--- src/rtl/pic_pkg.sv ---
// Shared types and constants for the 8259-style interrupt sequencer.
package pic_pkg;

  localparam int unsigned NUM_IR     = 8;
  localparam int unsigned VEC_BASE_W = 5;

  typedef enum logic [1:0] {
    ST_IDLE,
    ST_ACK1,
    ST_ACK2
  } pic_state_e;

  // OCW2 {R,SL,EOI}
  localparam logic [2:0] OCW2_ROT_AEOI_CLR = 3'b000;
  localparam logic [2:0] OCW2_NS_EOI       = 3'b001;
  localparam logic [2:0] OCW2_NOP          = 3'b010;
  localparam logic [2:0] OCW2_SP_EOI       = 3'b011;
  localparam logic [2:0] OCW2_ROT_AEOI_SET = 3'b100;
  localparam logic [2:0] OCW2_ROT_NS_EOI   = 3'b101;
  localparam logic [2:0] OCW2_SET_PRIO     = 3'b110;
  localparam logic [2:0] OCW2_ROT_SP_EOI   = 3'b111;

  // Rank 0 is the highest priority: the line just after LP.
  function automatic logic [2:0] pic_rank(input logic [2:0] idx, input logic [2:0] lp);
    return idx - lp - 3'd1;
  endfunction

endpackage

--- src/rtl/pic_priority_resolver.sv ---
// Rotating-priority find-first: returns the highest-priority set bit given LP.
module pic_priority_resolver
  import pic_pkg::*;
(
  input  logic [7:0] i_req,
  input  logic [2:0] i_lp,
  output logic       o_valid,
  output logic [2:0] o_idx
);

  logic [7:0] w_rot;
  logic [2:0] w_pos;

  always_comb begin
    w_rot   = '0;
    w_pos   = '0;
    o_valid = 1'b0;
    o_idx   = '0;
    for (int unsigned k = 0; k < NUM_IR; k++) begin
      w_pos    = i_lp + 3'd1 + k[2:0];
      w_rot[k] = i_req[w_pos];
    end
    for (int unsigned k = 0; k < NUM_IR; k++) begin
      if (!o_valid && w_rot[k]) begin
        o_valid = 1'b1;
        o_idx   = i_lp + 3'd1 + k[2:0];
      end
    end
  end

endmodule

--- src/rtl/pic_priority_scheduler.sv ---
// 8259-style request latching, nested priority resolution, INTA handshake and OCW2 EOI handling.
module pic_priority_scheduler #(
  parameter int unsigned NUM_IR     = 8,
  parameter int unsigned VEC_BASE_W = 5
) (
  input  logic                  CLK,
  input  logic                  RST_N,
  input  logic [NUM_IR-1:0]     IR,
  input  logic                  LTIM,
  input  logic                  AEOI,
  input  logic [VEC_BASE_W-1:0] VEC_BASE,
  input  logic [NUM_IR-1:0]     IMR,
  input  logic                  EOI_VALID,
  input  logic [2:0]            EOI_CODE,
  input  logic [2:0]            EOI_LEVEL,
  input  logic                  INTA_N,
  output logic                  INT,
  output logic                  VEC_VALID,
  output logic [7:0]            VECTOR,
  output logic [NUM_IR-1:0]     IRR,
  output logic [NUM_IR-1:0]     ISR
);

  import pic_pkg::*;

  pic_state_e  r_state, w_next_state;
  logic [7:0]  r_ir_prev, r_irr, r_isr;
  logic        r_inta_prev, r_rot_aeoi, r_int, r_vec_valid;
  logic [2:0]  r_lp, r_w;
  logic [7:0]  r_vector;

  logic        w_inta_fall, w_inta_rise;
  logic        w_ack_take, w_vec_load, w_ack_done;
  logic        w_cand_valid, w_isr_valid, w_int_req;
  logic [2:0]  w_cand_idx, w_isr_idx, w_lp_next;
  logic        w_rot_aeoi_next;
  logic [7:0]  w_irr_next, w_isr_set, w_isr_clr;

  assign w_inta_fall = r_inta_prev & ~INTA_N;
  assign w_inta_rise = ~r_inta_prev & INTA_N;

  pic_priority_resolver u_req_res (
    .i_req  (r_irr & ~IMR),
    .i_lp   (r_lp),
    .o_valid(w_cand_valid),
    .o_idx  (w_cand_idx)
  );

  pic_priority_resolver u_isr_res (
    .i_req  (r_isr),
    .i_lp   (r_lp),
    .o_valid(w_isr_valid),
    .o_idx  (w_isr_idx)
  );

  assign w_int_req = w_cand_valid &&
                     (!w_isr_valid || (pic_rank(w_cand_idx, r_lp) < pic_rank(w_isr_idx, r_lp)));

  always_ff @(posedge CLK or negedge RST_N) begin
    if (!RST_N) r_state <= ST_IDLE;
    else        r_state <= w_next_state;
  end

  always_comb begin
    w_next_state = r_state;
    case (r_state)
      ST_IDLE: if (w_inta_fall) w_next_state = ST_ACK1;
      ST_ACK1: if (w_inta_fall) w_next_state = ST_ACK2;
      ST_ACK2: if (w_inta_rise) w_next_state = ST_IDLE;
      default: w_next_state = ST_IDLE;
    endcase
  end

  // A fall seen in ACK1 always implies an intervening rise, so no extra flag is needed.
  always_comb begin
    w_ack_take = (r_state == ST_IDLE) && w_inta_fall;
    w_vec_load = (r_state == ST_ACK1) && w_inta_fall;
    w_ack_done = (r_state == ST_ACK2) && w_inta_rise;
  end

  always_comb begin
    w_irr_next = LTIM ? IR : (IR & (r_irr | ~r_ir_prev));
    w_isr_set  = '0;
    if (w_ack_take && w_cand_valid) begin
      w_irr_next[w_cand_idx] = 1'b0;
      w_isr_set[w_cand_idx]  = 1'b1;
    end
  end

  // AEOI rotation is applied first so an OCW2 rotate in the same cycle takes precedence.
  always_comb begin
    w_isr_clr       = '0;
    w_lp_next       = r_lp;
    w_rot_aeoi_next = r_rot_aeoi;
    if (w_ack_done && AEOI) begin
      w_isr_clr[r_w] = 1'b1;
      if (r_rot_aeoi) w_lp_next = r_w;
    end
    if (EOI_VALID) begin
      case (EOI_CODE)
        OCW2_NS_EOI:       if (w_isr_valid) w_isr_clr[w_isr_idx] = 1'b1;
        OCW2_SP_EOI:       w_isr_clr[EOI_LEVEL] = 1'b1;
        OCW2_ROT_NS_EOI:   if (w_isr_valid) begin
                             w_isr_clr[w_isr_idx] = 1'b1;
                             w_lp_next            = w_isr_idx;
                           end
        OCW2_ROT_SP_EOI:   begin
                             w_isr_clr[EOI_LEVEL] = 1'b1;
                             w_lp_next            = EOI_LEVEL;
                           end
        OCW2_SET_PRIO:     w_lp_next = EOI_LEVEL;
        OCW2_ROT_AEOI_SET: w_rot_aeoi_next = 1'b1;
        OCW2_ROT_AEOI_CLR: w_rot_aeoi_next = 1'b0;
        default:           ;
      endcase
    end
  end

  always_ff @(posedge CLK or negedge RST_N) begin
    if (!RST_N) begin
      r_ir_prev   <= '0;
      r_inta_prev <= 1'b1;
      r_irr       <= '0;
      r_isr       <= '0;
      r_lp        <= 3'd7;
      r_rot_aeoi  <= 1'b0;
      r_w         <= '0;
      r_int       <= 1'b0;
      r_vec_valid <= 1'b0;
      r_vector    <= '0;
    end else begin
      r_ir_prev   <= IR;
      r_inta_prev <= INTA_N;
      r_irr       <= w_irr_next;
      r_isr       <= (r_isr & ~w_isr_clr) | w_isr_set;
      r_lp        <= w_lp_next;
      r_rot_aeoi  <= w_rot_aeoi_next;
      r_int       <= (r_state == ST_IDLE) && !w_inta_fall && w_int_req;
      if (w_ack_take) r_w <= w_cand_valid ? w_cand_idx : 3'd7;
      if (w_vec_load) begin
        r_vector    <= {VEC_BASE, r_w};
        r_vec_valid <= 1'b1;
      end else if (w_ack_done) begin
        r_vec_valid <= 1'b0;
      end
    end
  end

  assign INT       = r_int;
  assign VEC_VALID = r_vec_valid;
  assign VECTOR    = r_vector;
  assign IRR       = r_irr;
  assign ISR       = r_isr;

endmodule

--- config.mk ---
export PLATFORM = sky130hd
export DESIGN_NAME = pic_priority_scheduler
export DESIGN_NICKNAME = d
export VERILOG_FILES = /design/src/rtl/pic_pkg.sv /design/src/rtl/pic_priority_resolver.sv /design/src/rtl/pic_priority_scheduler.sv
export SDC_FILE = /design/constraint.sdc
export NUM_CORES = 1
export LEC_CHECK = 0
export BUFFER_PORTS_ARGS = -buffer_cell sky130_fd_sc_hd__buf_2
export CORE_AREA = 2 2 89 100
export DETAILED_ROUTE_END_ITERATION = 8
export DIE_AREA = 0 0 91 102
export PLACE_DENSITY = 0.7
export SKIP_LAST_GASP = 1
export SYNTH_ARGS = -nofsm -noshare
export SYNTH_HDL_FRONTEND = slang
export SYNTH_SLANG_ARGS = --single-unit
--- constraint.sdc ---
create_clock -name CLK -period 5.77 [get_ports CLK]
set_clock_uncertainty 0.2 [all_clocks]
set_input_delay 0.577 -clock CLK [delete_from_list [all_inputs] [get_ports CLK]]
set_output_delay 0.577 -clock CLK [all_outputs]
set_load 0.1 [all_outputs]
Word level (Yosys, flattened, before mapping)

Cells that the tools add are included.

Bits in registers: 44
Latch bits: 0
Memory bits (writable): 0
ROM bits: 0
Bits of input ports: 33
Output and inout port bits: 26
Word-level logic and storage cells: 211
Memories: 0

Add/sub/neg operators: 12
Multipliers: 0
Divide/modulo/power cells: 0
Magnitude comparators: 17
Eq/ne operators: 11
Shift operators: 0
Multiplexer cells: 92
Bitwise logic cells: 16
Reductions and logical operators: 52

Operators by type and width:

| kind                  | count |
|---|---|
| $mux W3               | 21 |
| $bmux W1 S3           | 16 |
| $lt A3 B4 Y1 const B  | 12 |
| $mux W8               | 6 |
| $mux W1               | 38 |
| $and A8 B8 Y8         | 4 |
| $not A8 Y8            | 4 |
| $or A8 B8 Y8          | 4 |
| $logic_and A1 B1 Y1   | 26 |
| $logic_not A1 Y1      | 16 |
| $pmux W8 S2           | 1 |
| $add A3 B3 Y3 const B | 4 |
| $demux W1 S3          | 4 |
| $eq A3 B3 Y1 const B  | 4 |
| $ge A3 B1 Y1 const B  | 4 |
| $add A3 B1 Y3 const B | 2 |
| $add A3 B2 Y3 const B | 2 |
| $mux W2               | 3 |
| $ne A2 B2 Y1 const B  | 3 |
| $pmux W2 S3           | 1 |
| $pmux W3 S2           | 1 |
| $reduce_or A2 Y1      | 3 |
| $sub A3 B1 Y3 const B | 2 |
| $sub A3 B3 Y3         | 2 |
| other kinds (14)      | 17 |

Depth between registers and ports, before layout

Depth after elaboration: 36
Gate-level depth with buffers: 21
Gate-level depth less buffers: 16

By module

A second synthesis with hierarchy kept.

Cells, all modules: 431
Area, all modules: 4,174.0 µm²

By module, submodules not included:

| module                 | times used | cells each | area each (µm²) | sequential area each (µm²) |
|---|---|---|---|---|
| pic_priority_scheduler | 1          | 221        | 2,264.7         | 1,106.1 |
| pic_priority_resolver  | 2          | 105        | 954.7           | 0.0 |

Least setup slack after synthesis

OpenSTA, ideal clock, no wires.

Path type: flip-flop to flip-flop
From: register r_lp[0]
To: register r_int, in the netlist INT
Library setup time: 0.071 ns
Arrival time: 4.669 ns
Required time: 5.499 ns
Setup slack: 0.829 ns
Cell stages (with the launch flop): 20
Buffers on the path: 4
Clock period less this slack: 4.941 ns
Cell sequence: dfstp_2 > buf_6 > inv_2 > buf_2 > ha_1 > buf_2 > buf_4 > mux4_2 > mux2i_2 > o41a_1 > nand2_1 > or3b_2 > nand2_1 > ha_1 > fa_1 > ha_1 > a21o_1 > a21oi_1 > o21ai_0 > nor2_1

Longest elaborated chain between the ends: 31
Elaborated cells between the ends (all ways): 109
Classes of those cells: add/sub (12); order compare (1); mux (64); reduce/logical (32)

RTL lines:

| what                                                                   | line                          | source |
|---|---|---|
| start: declaration                                                     | pic_priority_scheduler.sv:29  | `logic [2:0] r_lp, r_w;` |
| start signal: assignment                                               | pic_priority_scheduler.sv:136 | `r_lp <= w_lp_next;` |
| parallel branches: the longest is 29 deep, another holds $add A3 B1 Y3 | n/a                           |  |
| $logic_and A1 B1 Y1 *                                                  | pic_priority_scheduler.sv:56  | `assign w_int_req = w_cand_valid &&` |
| $logic_and A1 B1 Y1 *                                                  | pic_priority_scheduler.sv:138 | `r_int <= (r_state == ST_IDLE) && !w_inta_fall && w_int_req;` |
| end signal: assignment                                                 | pic_priority_scheduler.sv:138 |  |
| end: declaration                                                       | pic_priority_scheduler.sv:28  | `logic r_inta_prev, r_rot_aeoi, r_int, r_vec_valid;` |

Every way passes the cells marked *. The select of a mux whose other input is x is not followed.
A chain may end at the register's enable or synchronous reset.

Final worst setup path

From: register r_lp[1]
To: register r_int, in the netlist INT

Same word-level chain as after synthesis.

==> results.py <==
metrics = {
    "layout": {
        "final.fill_count": 803,
        "syn2layout_area_growth_pct": 11.2,
        "finish.net_count": 534,
        "layout.cells.most_common_list": "sky130_fd_sc_hd__buf_2, sky130_fd_sc_hd__nand2_1, sky130_fd_sc_hd__dfrtp_1",
        "multi_input_area_um2": 2780,
        "most_common_cell_after_layout_fill_and_taps_aside": "sky130_fd_sc_hd__buf_2",
        "antenna-diode-count": 0,
        "total_area_of_sequential_cells_um2": 1110,
        "post_route_cells_drive_above_1_share": 0.261,
    },
    "clock_tree": {
        "clock_tree.htree_level_count": 2,
        "cts.sinks": 44,
        "cts.reportedPaths.clkPinSlew_ps": 90,
        "clk_latency_ps": 300,
        "ctsHoldBuffers": 0,
        "post_cts_resize_count": 0,
        "clockBufferDepth": 2,
        "numCtsBuffers": 5,
        "tritoncts": "yes",
        "clock_tree.root_cell": "sky130_fd_sc_hd__clkbuf_8",
        "cts_setup_buffers": 0,
    },
    "setup_path": {
        "r2r-end": "INT$_DFF_PN0_",
        "reg2regPathDepth": 15,
        "criticalPathCategory": "flip-flop to flip-flop",
        "worst_ep_required_time_ps": 5810,
        "timing.critical_path.from_type": "flip-flop",
        "worst_setup_path_end_kind": "flip-flop",
        "path_depth": 15,
        "crit_path_frequent_cell": "sky130_fd_sc_hd__ha_1",
        "timing.rr.start": "r_lp[1]$_DFF_PN1_",
        "delay_heaviest_family_cp": "adder cells",
        "cp_data_arrival_time_ps": 5070,
        "cp-startpoint": "r_lp[1]$_DFF_PN1_",
        "slowest_stage": "sky130_fd_sc_hd__dfstp_2",
        "setup.reg_to_reg.worst_slack_ps": 730,
        "critical_path_destination": "INT$_DFF_PN0_",
        "crit_path_max_incr_delay_ps": 570,
        "cp_cell_sequence": "ha_1 -> xor2_1 -> buf_4 -> mux4_2 -> nor2b_1 -> nor2b_1 -> or3b_2 -> nand2_1 -> ha_1 -> fa_1 -> ha_1 -> a21o_1 -> a21oi_1 -> o21ai_0 -> nor2_1",
        "critical_path.max_fanout": 10,
        "worst-path-buf-inv": 1,
    },
    "synthesis": {
        "synth-async-reset-ratio": 1.00,
        "syn_warnings": 0,
        "count_of_cell_types_in_the_netlist": 78,
        "syn-mean-instance-area_um2": 9.16,
        "post_synth_inst_count": 444,
        "netlist_area_um2": 4070,
        "seq_area_frac_synth": 0.272,
        "synth.net_count": 485,
        "synth-edff-count": 0,
        "yosys_register_bits": 44,
        "ys.flop_type": "sky130_fd_sc_hd__dfrtp_1",
    },
    "sta": {
        "setup_viol": 0,
        "setup_tns_final_ps": 0,
        "min_period_ps": 5040,
        "maxClockFrequency_ghz": 0.199,
        "grt_setup_unrepaired": "no",
        "hold_viol_final": 0,
        "max_slew.worst_pin.slew_ps": 958,
        "maxSlewViolCount": 0,
        "slew_headroom": 0.361,
        "period_utilization": 0.873,
    },
    "detailed_routing": {
        "route.detailed.wl_per_inst_um": 19.2,
        "finalWirelength_um": 11600,
        "firstDrtPassIters": 5,
        "drc_errors": 0,
        "via_count": 3763,
        "detail_route.iter0.violations": 150,
        "antenna_left": 0,
        "viasPerCell": 6.22,
    },
    "grt": {
        "grt_pass1_vias": 3696,
        "grt_first_pass_wirelength_um": 18900,
        "grt_antenna_before_repair": 0,
        "global_route.usage.total": 0.254,
        "grt_remaining_overflow": 0,
        "pin_count_of_the_biggest_net_entering_global_routing": 45,
    },
    "status": {
        "outcome": "complete, no violations",
    },
    "floorplan": {
        "design.core.area_um2": 8230,
        "io_pins": 59,
        "die-width_um": 91,
        "die-area_um2": 9280,
        "die_h_um": 102,
        "core.rowCount": 35,
        "floorplan.initialDensity": 0.494,
    },
    "placed_design": {
        "numPortBuffers": 58,
        "total_half_perimeter_wirelength_after_legalization_and_detailed_placement_um": 8830,
        "gpl.final_weighted_congestion": 0.929,
    },
    "min_path": {
        "timing.hold.worst.class": "input port to flip-flop",
    },
    "job": {
        "timing.max_cap.violations": 0,
    },
}
worst min path at each step:
stage,slack (ps),end,startpoint,depth (start not counted)
finish,190,r_inta_prev$_DFF_PN1_,INTA_N,1
global placement,290,VECTOR[0]$_DFFE_PN0P_,VECTOR[0]$_DFFE_PN0P_,1
CTS,190,r_ir_prev[0]$_DFF_PN0_,IR[0],1
floorplan,80,INT$_DFF_PN0_,RST_N,0
global route,180,r_ir_prev[0]$_DFF_PN0_,IR[0],1
detailed placement,290,IRR[0]$_DFF_PN0_,r_ir_prev[0]$_DFF_PN0_,3
state kept, by name, indices dropped and copies added, names as in the netlist:
register and count:
INT 1, IRR 8, ISR 8, VECTOR 8, VEC_VALID 1, r_inta_prev 1
r_ir_prev 8, r_lp 3, r_rot_aeoi 1, r_state 2, r_w 3
final cells by class:
class                           count  share of cell area
Multi-Input combinational cell    362               0.614
Sequential cell                    44               0.245
Timing Repair Buffer               67              0.0792
Tap cell                          111              0.0307
Clock buffer                        5              0.0152
Inverter                           13              0.0108
Clock inverter                      3             0.00526
Yosys cell counts, drive strengths merged (8+ instances only):
cell / count / area share
a21oi: 24 / 0.030
o21ai: 20 / 0.025
inv: 12 / 0.011
buf: 14 / 0.023
dfrtp: 40 / 0.25
a31oi: 17 / 0.026
nor2b: 14 / 0.022
nand2b: 11 / 0.017
nor3: 10 / 0.021
nand3: 10 / 0.012
nor2: 35 / 0.032
mux4: 17 / 0.095
mux2: 17 / 0.047
mux2i: 21 / 0.053
nand2: 49 / 0.045
clkbuf: 11 / 0.010
a32o: 8 / 0.020
cells by family after synthesis:
kind of cell    Yosys count  synth area share
simple gates            173             0.232
compound gates          118             0.203
mux                      55             0.195
flops                    44             0.272
buf+inv                  38            0.0452
xor+xnor                  8            0.0243
fa+ha+maj                 8            0.0283
per-layer routing:
metal	GRT usage	part of all wire	wire (um)
met1	0.338	0.43	4950
met2	0.443	0.51	5860
met3	0.0273	0.048	557
met4	0.0758	0.019	222
met5	0	0	0
metrics by stage:
stage          hold WS, ps  utilization  cells  cell area (um^2)  worst slack [ps]
4_1_cts                188        0.549    605              4520               752
3_3_place_gp           287        0.538    597              4430               805
5_1_grt                184        0.549    605              4520               446
3_5_place_dp           286        0.538    597              4430               778
6_report               194        0.549    605              4520               735
2_1_floorplan         81.4            -    444              4070               829
Power is left out: the tool's default activity adds up to more than one toggle a clock period on the data nets, which glitch-free logic cannot reach.
